--- config.mk ---
export PLATFORM = sky130hd
export DESIGN_NAME = hazard_scoreboard
export DESIGN_NICKNAME = d
export VERILOG_FILES = /design/src/rtl/hazard_scoreboard.sv
export SDC_FILE = /design/constraint.sdc
export NUM_CORES = 1
export LEC_CHECK = 0
export BUFFER_PORTS_ARGS = -buffer_cell sky130_fd_sc_hd__buf_2
export CORE_MARGIN = 2
export CORE_UTILIZATION = 45
export CTS_CLUSTER_DIAMETER = 150
export DETAILED_ROUTE_END_ITERATION = 8
export RECOVER_POWER = 50
export SLEW_MARGIN = 40
export SYNTH_ARGS = -nofsm -noshare
export SYNTH_HDL_FRONTEND = slang
export SYNTH_SLANG_ARGS = --single-unit
--- constraint.sdc ---
create_clock -name clk -period 4.59 [get_ports clk]
set_clock_uncertainty 0.05 [all_clocks]
set_input_delay 0.2295 -clock clk [delete_from_list [all_inputs] [get_ports clk]]
set_output_delay 0.2295 -clock clk [all_outputs]
set_load 0.02 [all_outputs]
--- src/rtl/hazard_scoreboard.sv ---
// ID-stage hazard detector built on a per-register scoreboard of pending-write
// countdowns; supports forwarding (load-use only) and no-forwarding modes.
module hazard_scoreboard #(
    parameter int REG_ADDR_W     = 4,
    parameter int WB_LATENCY     = 2,
    parameter int LOAD_USE_STALL = 1,
    parameter int STALL_CNT_W    = 16
) (
    input  logic                   clk,
    input  logic                   rst,
    input  logic [REG_ADDR_W-1:0]  src1,
    input  logic [REG_ADDR_W-1:0]  src2,
    input  logic                   Two_src,
    input  logic                   Issue_Valid,
    input  logic [REG_ADDR_W-1:0]  Dest,
    input  logic                   WB_EN,
    input  logic                   MEM_R_EN,
    input  logic                   Forward_EN,
    input  logic                   Freeze,
    input  logic                   Flush,
    output logic                   Hazard,
    output logic [STALL_CNT_W-1:0] Stall_Cnt
);
    localparam int NUM_REGS = 2 ** REG_ADDR_W;
    localparam logic [2:0] WB_LOAD = 3'(WB_LATENCY);
    localparam logic [2:0] LU_LOAD = 3'(LOAD_USE_STALL);

    logic [NUM_REGS-1:0][2:0] wb_cnt;
    logic [NUM_REGS-1:0][2:0] ld_cnt;
    logic [NUM_REGS-1:0]      busy;
    logic                     accept;

    // src1 is always checked, even for instructions that do not really read it.
    assign Hazard = busy[src1] | (Two_src & busy[src2]);
    assign accept = Issue_Valid & ~Hazard & ~Freeze & ~Flush;

    for (genvar r = 0; r < NUM_REGS; r++) begin : g_reg
        logic       hit;
        logic [2:0] wb_q;
        logic [2:0] ld_q;

        assign hit       = accept & WB_EN & (Dest == REG_ADDR_W'(r));
        assign wb_cnt[r] = wb_q;
        assign ld_cnt[r] = ld_q;
        assign busy[r]   = Forward_EN ? (ld_q != 3'd0) : (wb_q != 3'd0);

        // Both counter sets always run so a mode switch mid-run stays correct.
        always_ff @(posedge clk or negedge rst) begin
            if (!rst) begin
                wb_q <= 3'd0;
                ld_q <= 3'd0;
            end else if (Flush) begin
                wb_q <= 3'd0;
                ld_q <= 3'd0;
            end else if (!Freeze) begin
                if (hit) begin
                    wb_q <= WB_LOAD;
                    ld_q <= MEM_R_EN ? LU_LOAD : 3'd0;
                end else begin
                    wb_q <= (wb_q != 3'd0) ? wb_q - 3'd1 : 3'd0;
                    ld_q <= (ld_q != 3'd0) ? ld_q - 3'd1 : 3'd0;
                end
            end
        end
    end

    always_ff @(posedge clk or negedge rst) begin
        if (!rst) begin
            Stall_Cnt <= '0;
        end else if (Hazard && !Flush && (Stall_Cnt != {STALL_CNT_W{1'b1}})) begin
            Stall_Cnt <= Stall_Cnt + STALL_CNT_W'(1);
        end
    end
endmodule

Word level (Yosys, flattened, before mapping). Cells that the tools add are included.

Register bits: 112. Bits of input ports: 21. Output and inout port bits: 17. Word-level logic and storage cells: 295.

$add $sub $neg: 33. Order comparisons: 2. Eq/ne operators: 17. Multiplexer cells: 149. Bitwise operators: 25. Reductions and logical operators: 36.

Operator list (number): $mux W3 (128); $reduce_bool A3 Y1 (32); $sub A3 B1 Y3 const B (32); $eq A4 B4 Y1 const B (8); $and A1 B1 Y1 (21); $mux W1 (19); $add A16 B1 Y16 const B (1); $eq A4 B3 Y1 const B (4); $ne A16 B16 Y1 const B (1); $lt A4 B5 Y1 const B (2); $bmux W1 S4 (2); $eq A4 B2 Y1 const B (2); $eq A4 B1 Y1 const B (1); $logic_not A4 Y1 (1); $not A1 Y1 (3); $logic_and A1 B1 Y1 (2); $ne A2 B1 Y1 const B (1); $logic_not A1 Y1 (1); $or A1 B1 Y1 (1).

Longest topological paths before layout.
Depth in word-level cells: 15. Depth in mapped cells: 12. Gate-level depth less buffers: 8.

Least setup slack after synthesis. No wires, ideal clock.

Kind: flip-flop to flip-flop. Start point: reg g_reg[8].ld_q[1]. End point: reg g_reg[3].ld_q[0]. Setup time: 0.081 ns. Data arrival time: 2.103 ns. Data required time: 4.459 ns. Slack: 2.357 ns. Cell stages (with the launch flop): 9. Buffers on the path: 1. Period minus slack after synthesis: 2.233 ns. Cells stage by stage: dfrtp_1 -> or3_4 -> a2111oi_2 -> o211ai_1 -> nand3_2 -> buf_4 -> nand3_2 -> mux2_4 -> nor3_2.

Longest elaborated chain between the ends: 15. Elaborated cells between the ends (all ways): 17. Those cells by class: 8 x mux; 8 x bitwise; 1 x reduce/logical.

Ends and longest elaborated chain: start: declaration (line 40) `logic [2:0] ld_q;`; start signal: assignment (line 58) `ld_q <= MEM_R_EN ? LU_LOAD : 3'd0;`; start signal: assignment (line 61) `ld_q <= (ld_q != 3'd0) ? ld_q - 3'd1 : 3'd0;`; $reduce_bool A3 Y1 * (line 45) `assign busy[r] = Forward_EN ? (ld_q != 3'd0) : (wb_q != 3'd0);`; $mux W1 * (line 45); $bmux W1 S4 (line 34) `assign Hazard = busy[src1] | (Two_src & busy[src2]);`; $mux W1 (not written as such) (line 34); $and A1 B1 Y1 (line 34); $or A1 B1 Y1 * (line 34); $not A1 Y1 * (line 35) `assign accept = Issue_Valid & ~Hazard & ~Freeze & ~Flush;`; $and A1 B1 Y1 * (3 in a row) (line 35); $and A1 B1 Y1 * (2 in a row) (line 42) `assign hit = accept & WB_EN & (Dest == REG_ADDR_W'(r));`; $mux W3 * (line 56) `if (hit) begin`; $mux W3 * (line 55) `end else if (!Freeze) begin`; $mux W3 * (line 52) `end else if (Flush) begin`; end signal: assignment (line 58); end signal: assignment (line 61); end: declaration (line 40).

Every way passes the cells marked *; elsewhere a longest branch is shown, timed or not. The select of a mux whose other input is x is not followed. A chain may end at the register's enable or synchronous reset.

Final worst setup path.
Start point: reg g_reg[9].wb_q[0]. End point: reg Stall_Cnt[1].

Longest elaborated chain between the ends: 8. Elaborated cells between the ends (all ways): 10. Those cells by class: 5 x mux; 2 x bitwise; 3 x reduce/logical.

Ends and longest elaborated chain: start: declaration (line 39) `logic [2:0] wb_q;`; start signal: assignment (line 60) `wb_q <= (wb_q != 3'd0) ? wb_q - 3'd1 : 3'd0;`; $reduce_bool A3 Y1 * (line 45); $mux W1 * (line 45); $bmux W1 S4 (line 34); $mux W1 (not written as such) (line 34); $and A1 B1 Y1 (line 34); $or A1 B1 Y1 * (line 34); $logic_and A1 B1 Y1 * (2 in a row) (line 70) `end else if (Hazard && !Flush && (Stall_Cnt != {STALL_CNT_W{1'b1}})) begin`; end signal: assignment (line 71) `Stall_Cnt <= Stall_Cnt + STALL_CNT_W'(1);`; end: declaration (line 22) `output logic [STALL_CNT_W-1:0] Stall_Cnt`.

Marks and branches as above.

==> results.toml <==
[status]
status = "completed"

[floorplan]
die_w_um = 124
die_h_um = 124
die_area_mm2 = 0.0155
coreArea_mm2 = 0.0144
io_pins = 38
row_count = 44
initial_core_util_pct = 45.5

[synth]
yosys-top-cells-area = "dfrtp_1 43%, nor2_1 6.6%, a21oi_1 5.5%, o21ai_0 4.6%, nand2_1 4.0%"
synth_nets = 796
synth_enable_flop_cells = 0
synth_area_mm2 = 0.00653
synth_seq_area_share_pct = 42.9
synth.largest_area_cell = "dfrtp_1"
synth.distinct_cells = 61
synthCells = 774
synthArstFlopShare_pct = 100
synth.ff_latch_count = 112
synth_top_area_share_pct = 42.9
yosys_warnings = 0
avgSynthCellArea_um2 = 8.44
synth_ff_type = "dfrtp_1"

[critical_path]
cp_max_fo = 26
critPathLaunchType = "register"
worstRegToRegCells = 7
endpoint_kind = "register"
critPathMaxStageDelay_ns = 0.85
worstPathArrival_ns = 3.52
cp_cell_sequence = "nor3_1 > a2111oi_0 > nor4_1 > nand3_1 > nand4_2 > a211oi_4 > mux2_2"
crit_type = "register to register"
slowest_stage = "a211oi_4"
crit_required_ns = 4.80

[power]
clockPowerShare_pct = 36.6
internal_power_uw = 1540
swShare_pct = 29.9
p_leak_uw = 0.00292
powerDensity_mw_per_mm2 = 311
ir_worst_vdd_v = 0.000258
p_switching_uw = 657
power_frac_seq_pct = 48.2
p_comb_share_pct = 15.1

[global_route]
overflow = 0
grt_use_total_pct = 22.5
grt_max_degree = 102
grt_pass1_vias = 5378
grt_pass1_wl_um = 28100
antenna_found_initial = 0

[cells_and_area]
final_nets = 808
fin_util_pct = 49.3
areaGrowthSynthToFinish_pct = 8.35
diodes = 0
multi_input_area_mm2 = 0.00346
seqCellArea_mm2 = 0.00280
n_fill_cell = 1393
drive_above_1_share_pct = 8.22

[routing]
routed_wl_um = 17400
routedWlPerCell_um = 17.9
ant_nets = 0
drt_pass1_iterations = 5
drtIter0Drc = 476
drc = 0
via_per_inst = 6.10
vias = 5944

[timing]
slew_headroom_pct = 1.49
setup_viol = 0
rsz0062_at_grt = "no"
fmax_ghz = 0.302
tns_ns = 0
fin_crit_sh_pct = 72.2
drv_slew = 0
worst_slack_ns = 1.28
finalHoldViolations = 0
tightest_slew_ns = 1.48
min_period_ns = 3.31

[clocking]
h-tree-depth = 3
numCtsBuffers = 9
cts_num_sinks = 112
cts_setup_buffers = 0
clk_latency_ns = 0.37
clk_pin_slew_ns = 0.08
cts_resized = 0
root_buffer = "clkbuf_16"
cts_tree = "yes"
clock_path_buffers = 2

[worst_hold_path]
hold_path_class = "input pin to register"
worstHoldPathCells = 3

[placement]
place_hpwl_um = 11400
post-place-ws_ns = 1.12
gp_congestion = 0.926
io_buffers = 37

[flow_run]
maxCapViolCount = 0
==> cells by family after synthesis <==
group	after synthesis	synth area share (%)
mux	21	3.33
fa+ha+maj	1	0.192
flops	112	42.9
xor+xnor	15	2.01
simple gates	343	25.4
buf+inv	58	4.12
compound gates	224	22.0
==> critical path, delay by kind of cell (launching register included) <==
family | cells | cell delay (ns)
and+or+nand+nor | 4 | 0.99
AOI/OAI and AO/OA | 2 | 1.33
muxes | 1 | 0.41
DFF | 1 | 0.42
==> cell usage after synthesis (2+ instances only) <==
master	n
nor2_1	115
dfrtp_1	112
a21oi_1	72
nand2_1	70
o21ai_0	60
nor3_1	52
clkbuf_1	31
nand3_1	29
mux2i_1	18
a21o_1	16
nor4_1	16
a22oi_1	15
nand4_1	13
xnor2_1	13
a32oi_1	11
inv_1	11
o211a_1	10
nand2b_1	9
buf_2	8
nor3b_1	7
a211oi_1	6
a31oi_1	6
and2_1	6
buf_6	4
or2_2	4
a2111oi_0	3
buf_4	3
nand3_2	3
nor3_2	3
nor4b_1	3
o211ai_1	3
o31ai_1	3
a211o_1	2
a221o_1	2
and3_1	2
mux2_2	2
nand3b_1	2
nand4b_1	2
nor2b_1	2
o2111ai_1	2
o32ai_1	2
xor2_1	2
==> cell type report <==
type / instances / share of cell area (%)
flip-flops and latches: 112 / 39.6
clock inverters: 6 / 0.955
clock buffers: 10 / 3.23
repair buffers: 47 / 3.43
multi-input cells: 604 / 48.9
well taps: 184 / 3.25
inverters: 12 / 0.636
==> flip-flops by register name, indices dropped and copies added (netlist names) <==
register   flops
g.ld_q        48
g.wb_q        48
Stall_Cnt     16
==> worst paths after layout <==
kind | slack [ns] | end | from
min reg2reg | 0.44 | Stall_Cnt[4] | Stall_Cnt[4]
max in group asynchronous | 1.48 | g_reg[11].ld_q[2] | rst
max reg2reg | 1.28 | Stall_Cnt[1] | g_reg[9].wb_q[0]
min | 0.22 | g_reg[2].ld_q[0] | MEM_R_EN
min in group asynchronous | 0.59 | Stall_Cnt[8] | rst
max | 1.28 | Stall_Cnt[1] | g_reg[9].wb_q[0]
==> stage by stage <==
step                      instances  total power [uW]  cell area [um^2]  hold WS, ns
after floorplan                 774              1300              6530       -0.116
after global routing            975              2300              7080        0.209
after detailed placement        957              1420              6790        0.279
final                           975              2200              7080        0.219
after global placement          957              1410              6790        0.410
after CTS                       974              2230              7100        0.206
==> per-layer routing <==
| metal | track usage, % | share of wire [%] | wire, um |
|---|---|---|---|
| met3 | 2.79 | 4.7 | 826 |
| met1 | 33.6 | 49 | 8470 |
| met4 | 6.68 | 1.2 | 211 |
| met2 | 34.2 | 45 | 7910 |
| met5 | 0 | 0 | 0 |
==> cells in the final DEF, fill, tap and decap left out, types with 16 or more instances in the layout <==
| cell | n |
|---|---|
| a21o_1 | 16 |
| a21oi_1 | 72 |
| buf_2 | 20 |
| clkbuf_1 | 18 |
| dfrtp_1 | 112 |
| mux2i_1 | 18 |
| nand2_1 | 70 |
| nand3_1 | 29 |
| nor2_1 | 115 |
| nor3_1 | 52 |
| nor4_1 | 16 |
| o21ai_0 | 60 |
==> timing repair <==
item,4_1_cts,5_1_grt
hold endpoints to repair,77,0
hold buffers,1,0
endpoints found under the setup margin,0,0
==> power groups by stage <==
stage | clock network, uW | logic, uW | registers [uW]
3_3_place_gp | 0 | 333 | 1080
4_1_cts | 824 | 342 | 1060
2_1_floorplan | 0 | 192 | 1110
5_1_grt | 866 | 364 | 1070
6_report | 806 | 333 | 1060
3_5_place_dp | 0 | 340 | 1080
Power figures use the tool's default switching activity.
